===== src/rtl/mips_ctr_pkg.sv =====
`default_nettype none
// ============================================================================
// Module      : mips_ctr_pkg
// Description : Shared types and encodings for the multicycle MIPS controller.
// Revision    : 1.0 - initial release
// ============================================================================
package mips_ctr_pkg;

    typedef enum logic [3:0] {
        S_FETCH  = 4'd0,
        S_DECODE = 4'd1,
        S_MEMADR = 4'd2,
        S_MEMRD  = 4'd3,
        S_MEMWB  = 4'd4,
        S_MEMWR  = 4'd5,
        S_EXEC   = 4'd6,
        S_ALUWB  = 4'd7,
        S_BRANCH = 4'd8,
        S_ADDIEX = 4'd9,
        S_ADDIWB = 4'd10,
        S_JUMP   = 4'd11
    } state_t;

    localparam logic [5:0] OP_RTYPE = 6'b000000;
    localparam logic [5:0] OP_LW    = 6'b100011;
    localparam logic [5:0] OP_SW    = 6'b101011;
    localparam logic [5:0] OP_BEQ   = 6'b000100;
    localparam logic [5:0] OP_ADDI  = 6'b001000;
    localparam logic [5:0] OP_J     = 6'b000010;

    localparam logic [5:0] FN_ADD = 6'b100000;
    localparam logic [5:0] FN_SUB = 6'b100010;
    localparam logic [5:0] FN_AND = 6'b100100;
    localparam logic [5:0] FN_OR  = 6'b100101;
    localparam logic [5:0] FN_SLT = 6'b101010;

    localparam logic [3:0] ALU_ADD = 4'b0010;
    localparam logic [3:0] ALU_SUB = 4'b0110;
    localparam logic [3:0] ALU_AND = 4'b0000;
    localparam logic [3:0] ALU_OR  = 4'b0001;
    localparam logic [3:0] ALU_SLT = 4'b0111;

    localparam logic [1:0] ALUOP_ADD   = 2'b00;
    localparam logic [1:0] ALUOP_SUB   = 2'b01;
    localparam logic [1:0] ALUOP_FUNCT = 2'b10;

    localparam logic [1:0] SRCB_REG     = 2'b00;
    localparam logic [1:0] SRCB_FOUR    = 2'b01;
    localparam logic [1:0] SRCB_IMM     = 2'b10;
    localparam logic [1:0] SRCB_IMM_SH2 = 2'b11;

    localparam logic [1:0] PCSRC_ALU    = 2'b00;
    localparam logic [1:0] PCSRC_ALUOUT = 2'b01;
    localparam logic [1:0] PCSRC_JUMP   = 2'b10;

endpackage
`default_nettype wire


===== src/rtl/multicycle_ctr_if.sv =====
`default_nettype none
// ============================================================================
// Module      : multicycle_ctr_if
// Description : Memory handshake between the controller and unified memory.
// Revision    : 1.0 - initial release
// ============================================================================
interface multicycle_ctr_if;
    logic MemReq;
    logic MemWrite;
    logic IorD;
    logic MemReady;

    modport master (output MemReq, output MemWrite, output IorD, input MemReady);
    modport slave  (input MemReq, input MemWrite, input IorD, output MemReady);
endinterface
`default_nettype wire


===== src/rtl/multicycle_ctr_alu_decoder.sv =====
`default_nettype none
// ============================================================================
// Module      : alu_decoder
// Description : Maps ALUOp and Funct to ALUControl; flags unsupported Funct.
// Revision    : 1.0 - initial release
// ============================================================================
module alu_decoder
    import mips_ctr_pkg::*;
(
    input  logic [1:0] i_alu_op,
    input  logic [5:0] i_funct,
    output logic [3:0] o_alu_control,
    output logic       o_funct_illegal
);

    always_comb begin
        o_alu_control   = ALU_ADD;
        o_funct_illegal = 1'b0;
        case (i_alu_op)
            ALUOP_ADD: o_alu_control = ALU_ADD;
            ALUOP_SUB: o_alu_control = ALU_SUB;
            ALUOP_FUNCT: begin
                case (i_funct)
                    FN_ADD:  o_alu_control = ALU_ADD;
                    FN_SUB:  o_alu_control = ALU_SUB;
                    FN_AND:  o_alu_control = ALU_AND;
                    FN_OR:   o_alu_control = ALU_OR;
                    FN_SLT:  o_alu_control = ALU_SLT;
                    default: begin
                        o_alu_control   = 4'b0000;
                        o_funct_illegal = 1'b1;
                    end
                endcase
            end
            default: o_alu_control = ALU_ADD;
        endcase
    end

endmodule
`default_nettype wire


===== src/rtl/multicycle_ctr.sv =====
`default_nettype none
// ============================================================================
// Module      : multicycle_ctr
// Description : Multicycle MIPS control FSM with memory handshake, retire
//               counter and sticky memory-timeout flag.
// Revision    : 1.0 - initial release
// ============================================================================
module multicycle_ctr
    import mips_ctr_pkg::*;
#(
    parameter int CNT_W    = 32,
    parameter int MAX_WAIT = 16
) (
    input  logic                 Clk,
    input  logic                 Rst,
    input  logic [5:0]           OpCode,
    input  logic [5:0]           Funct,
    input  logic                 Zero,
    multicycle_ctr_if.master     mem,
    output logic                 IRWrite,
    output logic                 RegDst,
    output logic                 MemtoReg,
    output logic                 RegWrite,
    output logic                 ALUSrcA,
    output logic [1:0]           ALUSrcB,
    output logic [3:0]           ALUControl,
    output logic [1:0]           PCSrc,
    output logic                 PCEn,
    output logic                 IllegalOp,
    output logic                 MemErr,
    output logic [CNT_W-1:0]     InstrCount,
    output logic [3:0]           State
);

    localparam int c_wait_w = (MAX_WAIT > 1) ? $clog2(MAX_WAIT + 1) : 1;
    localparam logic [c_wait_w-1:0] c_wait_max = c_wait_w'(MAX_WAIT);

    state_t                state_q, state_d;
    logic [CNT_W-1:0]      instr_count_q, instr_count_d;
    logic [c_wait_w-1:0]   wait_cnt_q, wait_cnt_d;
    logic                  mem_err_q, mem_err_d;

    logic       w_ready, w_stall, w_retire, w_pc_write, w_branch, w_alu_en;
    logic       w_mem_req, w_mem_write, w_iord, w_funct_illegal;
    logic [1:0] w_alu_op;
    logic [3:0] w_alu_ctl;

    // Ready is masked during reset so the FETCH decode cannot strobe enables
    assign w_ready = mem.MemReady & Rst;
    assign w_stall = w_mem_req & ~w_ready;

    alu_decoder u_alu_decoder (
        .i_alu_op        (w_alu_op),
        .i_funct         (Funct),
        .o_alu_control   (w_alu_ctl),
        .o_funct_illegal (w_funct_illegal)
    );

    always_comb begin
        state_d     = state_q;
        w_mem_req   = 1'b0;
        w_mem_write = 1'b0;
        w_iord      = 1'b0;
        IRWrite     = 1'b0;
        RegDst      = 1'b0;
        MemtoReg    = 1'b0;
        RegWrite    = 1'b0;
        ALUSrcA     = 1'b0;
        ALUSrcB     = SRCB_REG;
        w_alu_op    = ALUOP_ADD;
        w_alu_en    = 1'b0;
        PCSrc       = PCSRC_ALU;
        w_pc_write  = 1'b0;
        w_branch    = 1'b0;
        IllegalOp   = 1'b0;
        w_retire    = 1'b0;
        case (state_q)
            S_FETCH: begin
                w_mem_req = 1'b1;
                ALUSrcB   = SRCB_FOUR;
                w_alu_en  = 1'b1;
                if (w_ready) begin
                    IRWrite    = 1'b1;
                    w_pc_write = 1'b1;
                    state_d    = S_DECODE;
                end
            end
            S_DECODE: begin
                ALUSrcB  = SRCB_IMM_SH2;
                w_alu_en = 1'b1;
                case (OpCode)
                    OP_RTYPE:     state_d = S_EXEC;
                    OP_LW, OP_SW: state_d = S_MEMADR;
                    OP_BEQ:       state_d = S_BRANCH;
                    OP_ADDI:      state_d = S_ADDIEX;
                    OP_J:         state_d = S_JUMP;
                    default: begin
                        IllegalOp = 1'b1;
                        state_d   = S_FETCH;
                    end
                endcase
            end
            S_MEMADR: begin
                ALUSrcA  = 1'b1;
                ALUSrcB  = SRCB_IMM;
                w_alu_en = 1'b1;
                state_d  = (OpCode == OP_SW) ? S_MEMWR : S_MEMRD;
            end
            S_MEMRD: begin
                w_mem_req = 1'b1;
                w_iord    = 1'b1;
                if (w_ready) state_d = S_MEMWB;
            end
            S_MEMWB: begin
                MemtoReg = 1'b1;
                RegWrite = 1'b1;
                w_retire = 1'b1;
                state_d  = S_FETCH;
            end
            S_MEMWR: begin
                w_mem_req   = 1'b1;
                w_mem_write = 1'b1;
                w_iord      = 1'b1;
                if (w_ready) begin
                    w_retire = 1'b1;
                    state_d  = S_FETCH;
                end
            end
            S_EXEC: begin
                ALUSrcA  = 1'b1;
                w_alu_op = ALUOP_FUNCT;
                w_alu_en = 1'b1;
                if (w_funct_illegal) begin
                    IllegalOp = 1'b1;
                    state_d   = S_FETCH;
                end else begin
                    state_d = S_ALUWB;
                end
            end
            S_ALUWB: begin
                RegDst   = 1'b1;
                RegWrite = 1'b1;
                w_retire = 1'b1;
                state_d  = S_FETCH;
            end
            S_BRANCH: begin
                ALUSrcA  = 1'b1;
                w_alu_op = ALUOP_SUB;
                w_alu_en = 1'b1;
                PCSrc    = PCSRC_ALUOUT;
                w_branch = 1'b1;
                w_retire = 1'b1;
                state_d  = S_FETCH;
            end
            S_ADDIEX: begin
                ALUSrcA  = 1'b1;
                ALUSrcB  = SRCB_IMM;
                w_alu_en = 1'b1;
                state_d  = S_ADDIWB;
            end
            S_ADDIWB: begin
                RegWrite = 1'b1;
                w_retire = 1'b1;
                state_d  = S_FETCH;
            end
            S_JUMP: begin
                PCSrc      = PCSRC_JUMP;
                w_pc_write = 1'b1;
                w_retire   = 1'b1;
                state_d    = S_FETCH;
            end
            default: state_d = S_FETCH;
        endcase
    end

    always_comb begin
        instr_count_d = instr_count_q;
        wait_cnt_d    = wait_cnt_q;
        mem_err_d     = mem_err_q;
        if (w_retire) instr_count_d = instr_count_q + CNT_W'(1);
        // Wait counter saturates at the limit; the FSM keeps waiting
        if (w_mem_req && w_ready) begin
            wait_cnt_d = '0;
        end else if (w_stall && (wait_cnt_q != c_wait_max)) begin
            wait_cnt_d = wait_cnt_q + c_wait_w'(1);
        end
        if ((MAX_WAIT != 0) && w_stall && (wait_cnt_d == c_wait_max)) mem_err_d = 1'b1;
    end

    always_ff @(posedge Clk or negedge Rst) begin
        if (!Rst) begin
            state_q       <= S_FETCH;
            instr_count_q <= '0;
            wait_cnt_q    <= '0;
            mem_err_q     <= 1'b0;
        end else begin
            state_q       <= state_d;
            instr_count_q <= instr_count_d;
            wait_cnt_q    <= wait_cnt_d;
            mem_err_q     <= mem_err_d;
        end
    end

    assign mem.MemReq   = w_mem_req;
    assign mem.MemWrite = w_mem_write;
    assign mem.IorD     = w_iord;
    assign ALUControl   = w_alu_en ? w_alu_ctl : 4'b0000;
    assign PCEn         = w_pc_write | (w_branch & Zero);
    assign MemErr       = mem_err_q;
    assign InstrCount   = instr_count_q;
    assign State        = state_q;

endmodule
`default_nettype wire

===== src/flat_wrapper.sv =====
// flat-port wrapper written by rule: the top's interface ports become plain ports
module multicycle_ctr_flat import mips_ctr_pkg::*;
#(
    parameter int CNT_W    = 32,
    parameter int MAX_WAIT = 16
)
  (Clk, Rst, OpCode, Funct, Zero, IRWrite, RegDst, MemtoReg, RegWrite, ALUSrcA, ALUSrcB, ALUControl, PCSrc, PCEn, IllegalOp, MemErr, InstrCount, State, mem_MemReq, mem_MemWrite, mem_IorD, mem_MemReady);
  multicycle_ctr_if mem_i ();
  input  logic Clk;
  input  logic Rst;
  input  logic [5:0] OpCode;
  input  logic [5:0] Funct;
  input  logic Zero;
  output logic IRWrite;
  output logic RegDst;
  output logic MemtoReg;
  output logic RegWrite;
  output logic ALUSrcA;
  output logic [1:0] ALUSrcB;
  output logic [3:0] ALUControl;
  output logic [1:0] PCSrc;
  output logic PCEn;
  output logic IllegalOp;
  output logic MemErr;
  output logic [CNT_W-1:0] InstrCount;
  output logic [3:0] State;
  output wire logic [$bits(mem_i.MemReq)-1:0] mem_MemReq;
  output wire logic [$bits(mem_i.MemWrite)-1:0] mem_MemWrite;
  output wire logic [$bits(mem_i.IorD)-1:0] mem_IorD;
  input wire logic [$bits(mem_i.MemReady)-1:0] mem_MemReady;
  assign mem_MemReq = mem_i.MemReq;
  assign mem_MemWrite = mem_i.MemWrite;
  assign mem_IorD = mem_i.IorD;
  assign mem_i.MemReady = mem_MemReady;
  multicycle_ctr #(.CNT_W(CNT_W), .MAX_WAIT(MAX_WAIT)) u_core (.Clk(Clk), .Rst(Rst), .OpCode(OpCode), .Funct(Funct), .Zero(Zero), .mem(mem_i), .IRWrite(IRWrite), .RegDst(RegDst), .MemtoReg(MemtoReg), .RegWrite(RegWrite), .ALUSrcA(ALUSrcA), .ALUSrcB(ALUSrcB), .ALUControl(ALUControl), .PCSrc(PCSrc), .PCEn(PCEn), .IllegalOp(IllegalOp), .MemErr(MemErr), .InstrCount(InstrCount), .State(State));
endmodule

===== config.mk =====
export PLATFORM = sky130hd
export DESIGN_NAME = multicycle_ctr_flat
export DESIGN_NICKNAME = d
export VERILOG_FILES = /design/src/rtl/mips_ctr_pkg.sv /design/src/rtl/multicycle_ctr_if.sv /design/src/rtl/multicycle_ctr_alu_decoder.sv /design/src/rtl/multicycle_ctr.sv /design/src/flat_wrapper.sv
export SDC_FILE = /design/constraint.sdc
export NUM_CORES = 1
export LEC_CHECK = 0
export BUFFER_PORTS_ARGS = -buffer_cell sky130_fd_sc_hd__buf_2
export CAP_MARGIN = 10
export CORE_UTILIZATION = 52
export CTS_BUF_LIST = sky130_fd_sc_hd__clkbuf_16
export CTS_CLUSTER_DIAMETER = 30
export DETAILED_ROUTE_END_ITERATION = 6
export PLACE_DENSITY = 0.78
export SYNTH_ARGS = -nofsm -noshare
export SYNTH_HDL_FRONTEND = slang
export SYNTH_SLANG_ARGS = --single-unit

===== constraint.sdc =====
create_clock -name Clk -period 2.25 [get_ports Clk]
set_input_delay 0.1125 -clock Clk [delete_from_list [all_inputs] [get_ports Clk]]
set_output_delay 0.1125 -clock Clk [all_outputs]
set_load 0.005 [all_outputs]

==> results.sh, run 1 <==
export IMPL_finalClockSkew_ns=0.00459
export IMPL_ioPinCount=71
export IMPL_synthArstFlopShare=1.00
export IMPL_synth_largest_area_cell="dfrtp_1"
export IMPL_required_ns=2.14
export IMPL_avgSynthCellArea_um2=8.95
export IMPL_antenna_found_initial=0
export IMPL_maxSlewViolCount=0
export IMPL_switchingPower_uw=945
export IMPL_yosys_area_share_simple=0.258
export IMPL_ir_drop_mv=0.537
export IMPL_end_kind="primary output"
export IMPL_hold_viol_final=0
export IMPL_ys_top_cells_by_area="dfrtp_1 (42%), xor2_1 (7.3%), nor3_1 (5.0%), xnor2_1 (4.9%), nand2_1 (3.7%)"
export IMPL_start_util=0.556
export IMPL_drt_pass1_iterations=4
export IMPL_path_clk_slew_ns=0.06
export IMPL_synth_compound_area_frac=0.107
export IMPL_hold_path_class="in -> reg"
export IMPL_syn_inst=280
export IMPL_combPwrFrac=0.345
export IMPL_syn_area_mm2=0.00251
export IMPL_setup_viol=0
export IMPL_drv_cap=0
export IMPL_synthMuxAreaShare=0.0130
export IMPL_nets=379
export IMPL_clock_sinks=42
export IMPL_htreeDepth=2
export IMPL_grt_max_degree=43
export IMPL_grt_setup_unrepaired="no"
export IMPL_pwr_share_clk=0.292
export IMPL_fmax_ghz=0.472
export IMPL_finalSetupTns_ns=0
export IMPL_synth_edf_count=0
export IMPL_drcViolationCount=0
export IMPL_period_share=0.942
export IMPL_synth_top_area_frac=0.419
export IMPL_period_minus_slack_ns=2.12
export IMPL_gp_congestion=0.875
export IMPL_die_w_um=71.4
export IMPL_synth_cell_type_count=47
export IMPL_tightestPinTransition_ns=0.537
export IMPL_start_kind="flop"
export IMPL_synth_top_family_by_area="simple AND/OR/NAND/NOR gates"
export IMPL_power_density_mw_per_mm2=865
export IMPL_root_buffer="clkbuf_16"
export IMPL_ys_seq_area_frac=0.419
export IMPL_n_fill_cell=350
export IMPL_rows=24
export IMPL_wl_per_cell_um=14.0
export IMPL_cts_buffer_depth=2
export IMPL_seq_power_share=0.363
export IMPL_ys_seq_elements=42
export IMPL_path_buf_inv=2
export IMPL_grt_pass1_wl_um=9270
export IMPL_max_stage_delay_ns=0.46
export IMPL_die_h_um=71.4
export IMPL_synth_ff_type="dfrtp_1"
export IMPL_cp_top_family="simple AND/OR/NAND/NOR gates"
export IMPL_syn_nets=301
export IMPL_grt_pass1_vias=2067
export IMPL_first_iter_violations=159
export IMPL_internal_power_mw=1.77
export IMPL_diodes=0
export IMPL_grt_overflow_total=0
export IMPL_yosysWarnings=0
export IMPL_synth_fa_ha_area_frac=0.0250
export IMPL_routed_wl_um=5770
export IMPL_placeableCoreArea_mm2=0.00450
export IMPL_dp_hpwl_um=4160
export IMPL_criticalPathCategory="reg -> out"
export IMPL_fin_util=0.698
export IMPL_status="finished clean"
export IMPL_cts_buffers=5
export IMPL_cts_tree="done"
export IMPL_dpl_cell_area_mm2=0.00293
export IMPL_crit_arrival_ns=2.01
export IMPL_track_usage=0.230
export IMPL_antenna_left=0
export IMPL_die_area_mm2=0.00510
export IMPL_clkLatencyLatePin_ns=0.28
export IMPL_synth_xor_area_frac=0.122
export IMPL_postLayoutCellArea_mm2=0.00314
export IMPL_num_vias=2316
export IMPL_slew_headroom=0.640
export IMPL_power_leakage_nw=1.60
export IMPL_switching_share=0.348
export IMPL_crit_chain="nand2b_4 -> nor2_1 -> inv_1 -> ha_1 -> nor4_1 -> buf_2"
export IMPL_io_buffers=69
export IMPL_drive_above_1_share=0.284
export IMPL_area_growth_pct=25.4
export IMPL_path_max_fanout=8
export IMPL_avgViaCountPerCell=5.64
export IMPL_critPathSlowestCell="dfrtp_2"
[sequential cells by signal, summed over array words and instances (netlist names)]
signal             cells
u_core.InstrCount     32
u_core.MemErr          1
u_core.State           4
u_core.wait_cnt_q      5
[logic make-up after synthesis]
logic type      after synthesis
flops                        42
simple gates                124
other cells                   1
mux                           3
compound gates               42
xor+xnor                     35
buf+inv                      28
fa+ha+maj                     5
[path summary, 6_finish.rpt]
| check | from | endpoint | slack [ns] | depth (start not counted) |
|---|---|---|---|---|
| max reg2reg | u_core.State[3] | u_core.InstrCount[13] | 0.25 | 5 |
| min | OpCode[2] | u_core.State[3] | 0.26 | 3 |
| max in group asynchronous | Rst | u_core.State[0] | 1.40 | 3 |
| min in group asynchronous | Rst | u_core.wait_cnt_q[4] | 0.46 | 3 |
| max | u_core.State[3] | ALUControl[0] | 0.13 | 6 |
| min reg2reg | u_core.MemErr | u_core.MemErr | 0.47 | 2 |
[power groups by stage]
stage | combinational (mW) | sequential [mW] | clock [mW]
global placement | 0.893 | 0.981 | 0
finish | 0.938 | 0.986 | 0.793
global route | 1.04 | 1.00 | 0.835
floorplan | 0.599 | 0.940 | 0
detailed placement | 0.902 | 0.988 | 0
CTS | 0.922 | 0.978 | 0.804
[cell usage in the layout, fill, tap and decap left out, types with 2 or more instances in the layout]
| cell | instances |
|---|---|
| buf_2 | 69 |
| a21oi_1 | 5 |
| clkinv_2 | 2 |
| inv_1 | 16 |
| nand2_1 | 25 |
| xnor2_1 | 14 |
| ha_1 | 5 |
| buf_4 | 13 |
| and3_1 | 3 |
| a21o_1 | 2 |
| nor4_1 | 8 |
| nand2b_1 | 3 |
| dfrtp_2 | 2 |
| mux2_2 | 2 |
| nor2_1 | 21 |
| nand4_1 | 10 |
| o31ai_1 | 2 |
| nor3_1 | 23 |
| a31oi_1 | 6 |
| o21ai_0 | 14 |
| o22ai_1 | 2 |
| nand2b_4 | 2 |
| o41ai_1 | 2 |
| xor2_1 | 21 |
| or3_1 | 3 |
| dfrtp_1 | 40 |
| and2_1 | 3 |
| clkbuf_16 | 5 |
| nand3_1 | 14 |
[Yosys cell counts (all sizes together), types with 2 or more instances]
master,count
nor3,25
xor2,21
o21ai,14
nand3,14
o41ai,2
clkbuf,5
xnor2,14
a31oi,6
o22ai,2
nand2b,5
a21o,2
nor4,9
a21oi,5
or3,3
nor2,21
and3,3
ha,5
mux2,2
dfrtp,42
o31ai,2
nand2,25
and2,3
inv,16
buf,7
nand4,10
[worst register-to-register path: stages, from the launching register on]
cell and delay (ns):
dfrtp_2 0.46, nand2b_4 0.20, o21a_1 0.24, or3_1 0.54
nor4_4 0.34, xor2_1 0.16
[per-layer routing]
metal / GRT usage / part of all wire / routed length, um / vias to the layer above
li1: - / - / - / 1142
met4: 0.0622 / 0.0043 / 25 / 0
met5: 0 / 0 / 0 / -
met3: 0.0380 / 0.040 / 233 / 2
met2: 0.388 / 0.50 / 2890 / 54
met1: 0.309 / 0.45 / 2620 / 1118
[per-stage QoR]
step                hold slack, ns  setup slack (ns)  power (mW)  std cells
global placement             0.237             0.323        1.87        401
floorplan                   -0.183             0.299        1.54        280
global route                 0.294            0.0245        2.87        411
finish                       0.258             0.131        2.72        411
CTS                          0.261           0.00392        2.70        410
detailed placement           0.237             0.268        1.89        401
[timing repair]
action,4_1_cts,5_1_grt
setup buffers,0,1
hold buffers,1,0
setup endpoints to repair,0,3
resized for setup,0,7
hold endpoints to repair,42,0
[final cells by class]
cell class	count	area, um^2	share of cell area
multi-input cells	210	1350	0.428
flip-flops and latches	42	1050	0.335
repair buffers	83	453	0.144
clock buffers	5	125	0.0398
well taps	52	65.1	0.0207
inverters	16	60.1	0.0191
clock inverters	3	40.0	0.0127
No activity file was read; power rests on OpenSTA's default activity.
==> run 2: changes to the inputs <==
--- a/config.mk
+++ b/config.mk
@@ -5,11 +5,12 @@
 export SDC_FILE = /design/constraint.sdc
 export NUM_CORES = 1
 export LEC_CHECK = 0
+export ABC_AREA = 1
 export BUFFER_PORTS_ARGS = -buffer_cell sky130_fd_sc_hd__buf_2
 export CAP_MARGIN = 10
-export CORE_UTILIZATION = 52
+export CORE_UTILIZATION = 54
 export CTS_BUF_LIST = sky130_fd_sc_hd__clkbuf_16
-export CTS_CLUSTER_DIAMETER = 30
+export CTS_CLUSTER_DIAMETER = 60
 export DETAILED_ROUTE_END_ITERATION = 6
 export PLACE_DENSITY = 0.78
 export SYNTH_ARGS = -nofsm -noshare
==> run 2 against run 1 <==
The run now ends with negative hold slack left. Final cell count increased by 32%. Critical path type unchanged. Clock skew decreased by 0.00090 ns. First-iteration DRC count up 4.4%. Flip-flop and latch count did not move. Via count grew 24%. Setup slack better by 0.068 ns.
==> results.sh, run 2 <==
export IMPL_cts_tree="done"
export IMPL_ys_seq_elements=42
export IMPL_ir_drop_mv=0.526
export IMPL_track_usage=0.270
export IMPL_grt_setup_unrepaired="no"
export IMPL_synth_ff_type="dfrtp_1"
export IMPL_synth_largest_area_cell="dfrtp_1"
export IMPL_dp_hpwl_um=5640
export IMPL_syn_nets=420
export IMPL_grt_pass1_wl_um=12500
export IMPL_n_fill_cell=456
export IMPL_final_common_cell="nand2_1"
export IMPL_grt_max_degree=43
export IMPL_r2r_start="u_core.State[1]"
export IMPL_drt_pass1_iterations=6
export IMPL_hold_viol_final=42
export IMPL_syn_inst=399
export IMPL_antenna_found_initial=0
export IMPL_hold_slack_ns=-0.0191
export IMPL_finalSetupTns_ns=0
export IMPL_hold_path_class="in -> async"
export IMPL_yosysWarnings=0
export IMPL_critPathSlowestCell="dfrtp_1"
export IMPL_path_clk_slew_ns=0.06
export IMPL_syn_area_mm2=0.00296
export IMPL_die_area_mm2=0.00578
export IMPL_io_buffers=69
export IMPL_combPwrFrac=0.403
export IMPL_diodes=0
export IMPL_largest_register_ff_count=32
export IMPL_drive_above_1_share=0.239
export IMPL_cts_setup_buffers=0
export IMPL_power_density_mw_per_mm2=811
export IMPL_cp_top_family="flip-flops"
export IMPL_avgViaCountPerCell=5.30
export IMPL_r2r_end="u_core.InstrCount[20]"
export IMPL_path_max_fanout=6
export IMPL_postLayoutCellArea_mm2=0.00351
export IMPL_ys_seq_area_frac=0.355
export IMPL_synth_cell_type_count=42
export IMPL_root_buffer="clkbuf_16"
export IMPL_end_kind="primary output"
export IMPL_r2r_slack_ns=0.39
export IMPL_criticalPathCategory="reg -> out"
export IMPL_num_vias=2876
export IMPL_wl_per_cell_um=13.4
export IMPL_drcViolationCount=0
export IMPL_routed_wl_um=7260
export IMPL_cts_buffer_depth=2
export IMPL_grt_overflow_total=0
export IMPL_setup_viol=0
export IMPL_path_buf_inv=3
export IMPL_clkLatencyLatePin_ns=0.28
export IMPL_htreeDepth=2
export IMPL_dpl_cell_area_mm2=0.00338
export IMPL_drv_cap=0
export IMPL_antenna_left=0
export IMPL_start_util=0.568
export IMPL_pwr_share_clk=0.239
export IMPL_finalClockSkew_ns=0.00369
export IMPL_switching_share=0.411
export IMPL_required_ns=2.14
export IMPL_die_w_um=76.0
export IMPL_avgSynthCellArea_um2=7.41
export IMPL_area_growth_pct=18.8
export IMPL_grt_pass1_vias=2798
export IMPL_synth_edf_count=0
export IMPL_clock_sinks=42
export IMPL_status="finished, violations left"
export IMPL_max_stage_delay_ns=0.44
export IMPL_power_mw=2.85
export IMPL_first_iter_violations=166
export IMPL_gp_congestion=0.897
export IMPL_crit_path_start="u_core.State[0]"
export IMPL_ctsHoldBuffers=0
export IMPL_fmax_ghz=0.487
export IMPL_yosysMostFrequentCell="nand2_1"
export IMPL_synth_top_area_frac=0.355
export IMPL_switchingPower_mw=1.17
export IMPL_crit_arrival_ns=1.94
export IMPL_tightestPinTransition_ns=0.613
export IMPL_synthArstFlopShare=1.00
export IMPL_final_cell_mix="nand2_1 (110), buf_2 (69), inv_1 (49)"
export IMPL_ys_top_cells_by_area="dfrtp_1 (36%), nand2_1 (14%), xor2_1 (6.8%), inv_1 (6.1%), nor2_1 (5.1%)"
export IMPL_crit_chain="inv_1 -> nand2_1 -> nor2_1 -> inv_1 -> ha_1 -> nor2_1 -> a21oi_1 -> buf_2"
export IMPL_period_share=0.912
export IMPL_internal_power_mw=1.68
export IMPL_cts_buffers=5
export IMPL_seq_power_share=0.358
export IMPL_start_kind="flop"
export IMPL_fin_util=0.675
export IMPL_ioPinCount=71
export IMPL_placeableCoreArea_mm2=0.00520
export IMPL_nets=493
export IMPL_period_minus_slack_ns=2.05
export IMPL_slew_headroom=0.588
export IMPL_power_leakage_nw=1.89
export IMPL_ctsResizeCount=0
export IMPL_synthTopCellsByCount="nand2_1 (110), inv_1 (48), dfrtp_1 (42), nor2_1 (40), xor2_1 (23)"
export IMPL_r2r_cells=10
export IMPL_violations="negative hold slack"
export IMPL_rows=26
export IMPL_maxSlewViolCount=0
export IMPL_die_h_um=76.0
[run 2: changes by cell type after synthesis, moves of 8 or more]
cell     delta
nand2_1    +85
inv_1      +32
nor2_1     +19
nor3_1     -12
nand4_1     +9
nand3_1     +8
xnor2_1     -8
[run 2: logic make-up after synthesis]
family / synth area share
simple gates: 0.401
buf+inv: 0.0770
flops: 0.355
xor+xnor: 0.0914
compound gates: 0.0533
fa+ha+maj: 0.0212
other cells: 0.00127
[run 2: how the worst max path moves through the flow]
stage	end	slack, ns	cells past startpoint
2_1_floorplan	u_core.InstrCount[16]	0.73	12
3_3_place_gp	u_core.InstrCount[20]	0.53	12
3_5_place_dp	u_core.InstrCount[20]	0.42	10
4_1_cts	ALUControl[1]	0.24	8
5_1_grt	ALUControl[2]	0.1	7
6_report	ALUControl[1]	0.20	8
[run 2: cell type report]
cell class	count	area, um^2	area share
well taps	70	87.6	0.0249
inverters	55	206	0.0587
flip-flops and latches	42	1050	0.299
clock inverters	3	12.5	0.00356
repair buffers	70	353	0.100
multi-input cells	298	1680	0.478
clock buffers	5	125	0.0356
[run 2: layer usage]
layer	GRT usage	wire, um	vias to the layer above
met5	0	0	-
met4	0.108	271	0
met3	0.0611	447	28
met2	0.483	3540	104
met1	0.313	3010	1317
li1	-	-	1427
[run 2: power groups by stage]
stage | logic (mW) | clock network (mW) | registers, mW
after floorplan | 0.776 | 0 | 1.01
after global placement | 1.12 | 0 | 1.03
after detailed placement | 1.14 | 0 | 1.03
after CTS | 1.15 | 0.696 | 1.02
after global routing | 1.29 | 0.723 | 1.05
final | 1.15 | 0.681 | 1.02
[run 2: stage by stage]
step / worst slack, ns / std cells
final: 0.199 / 543
after global routing: 0.0977 / 543
after CTS: 0.235 / 543
after detailed placement: 0.417 / 535
after global placement: 0.531 / 535
after floorplan: 0.728 / 399
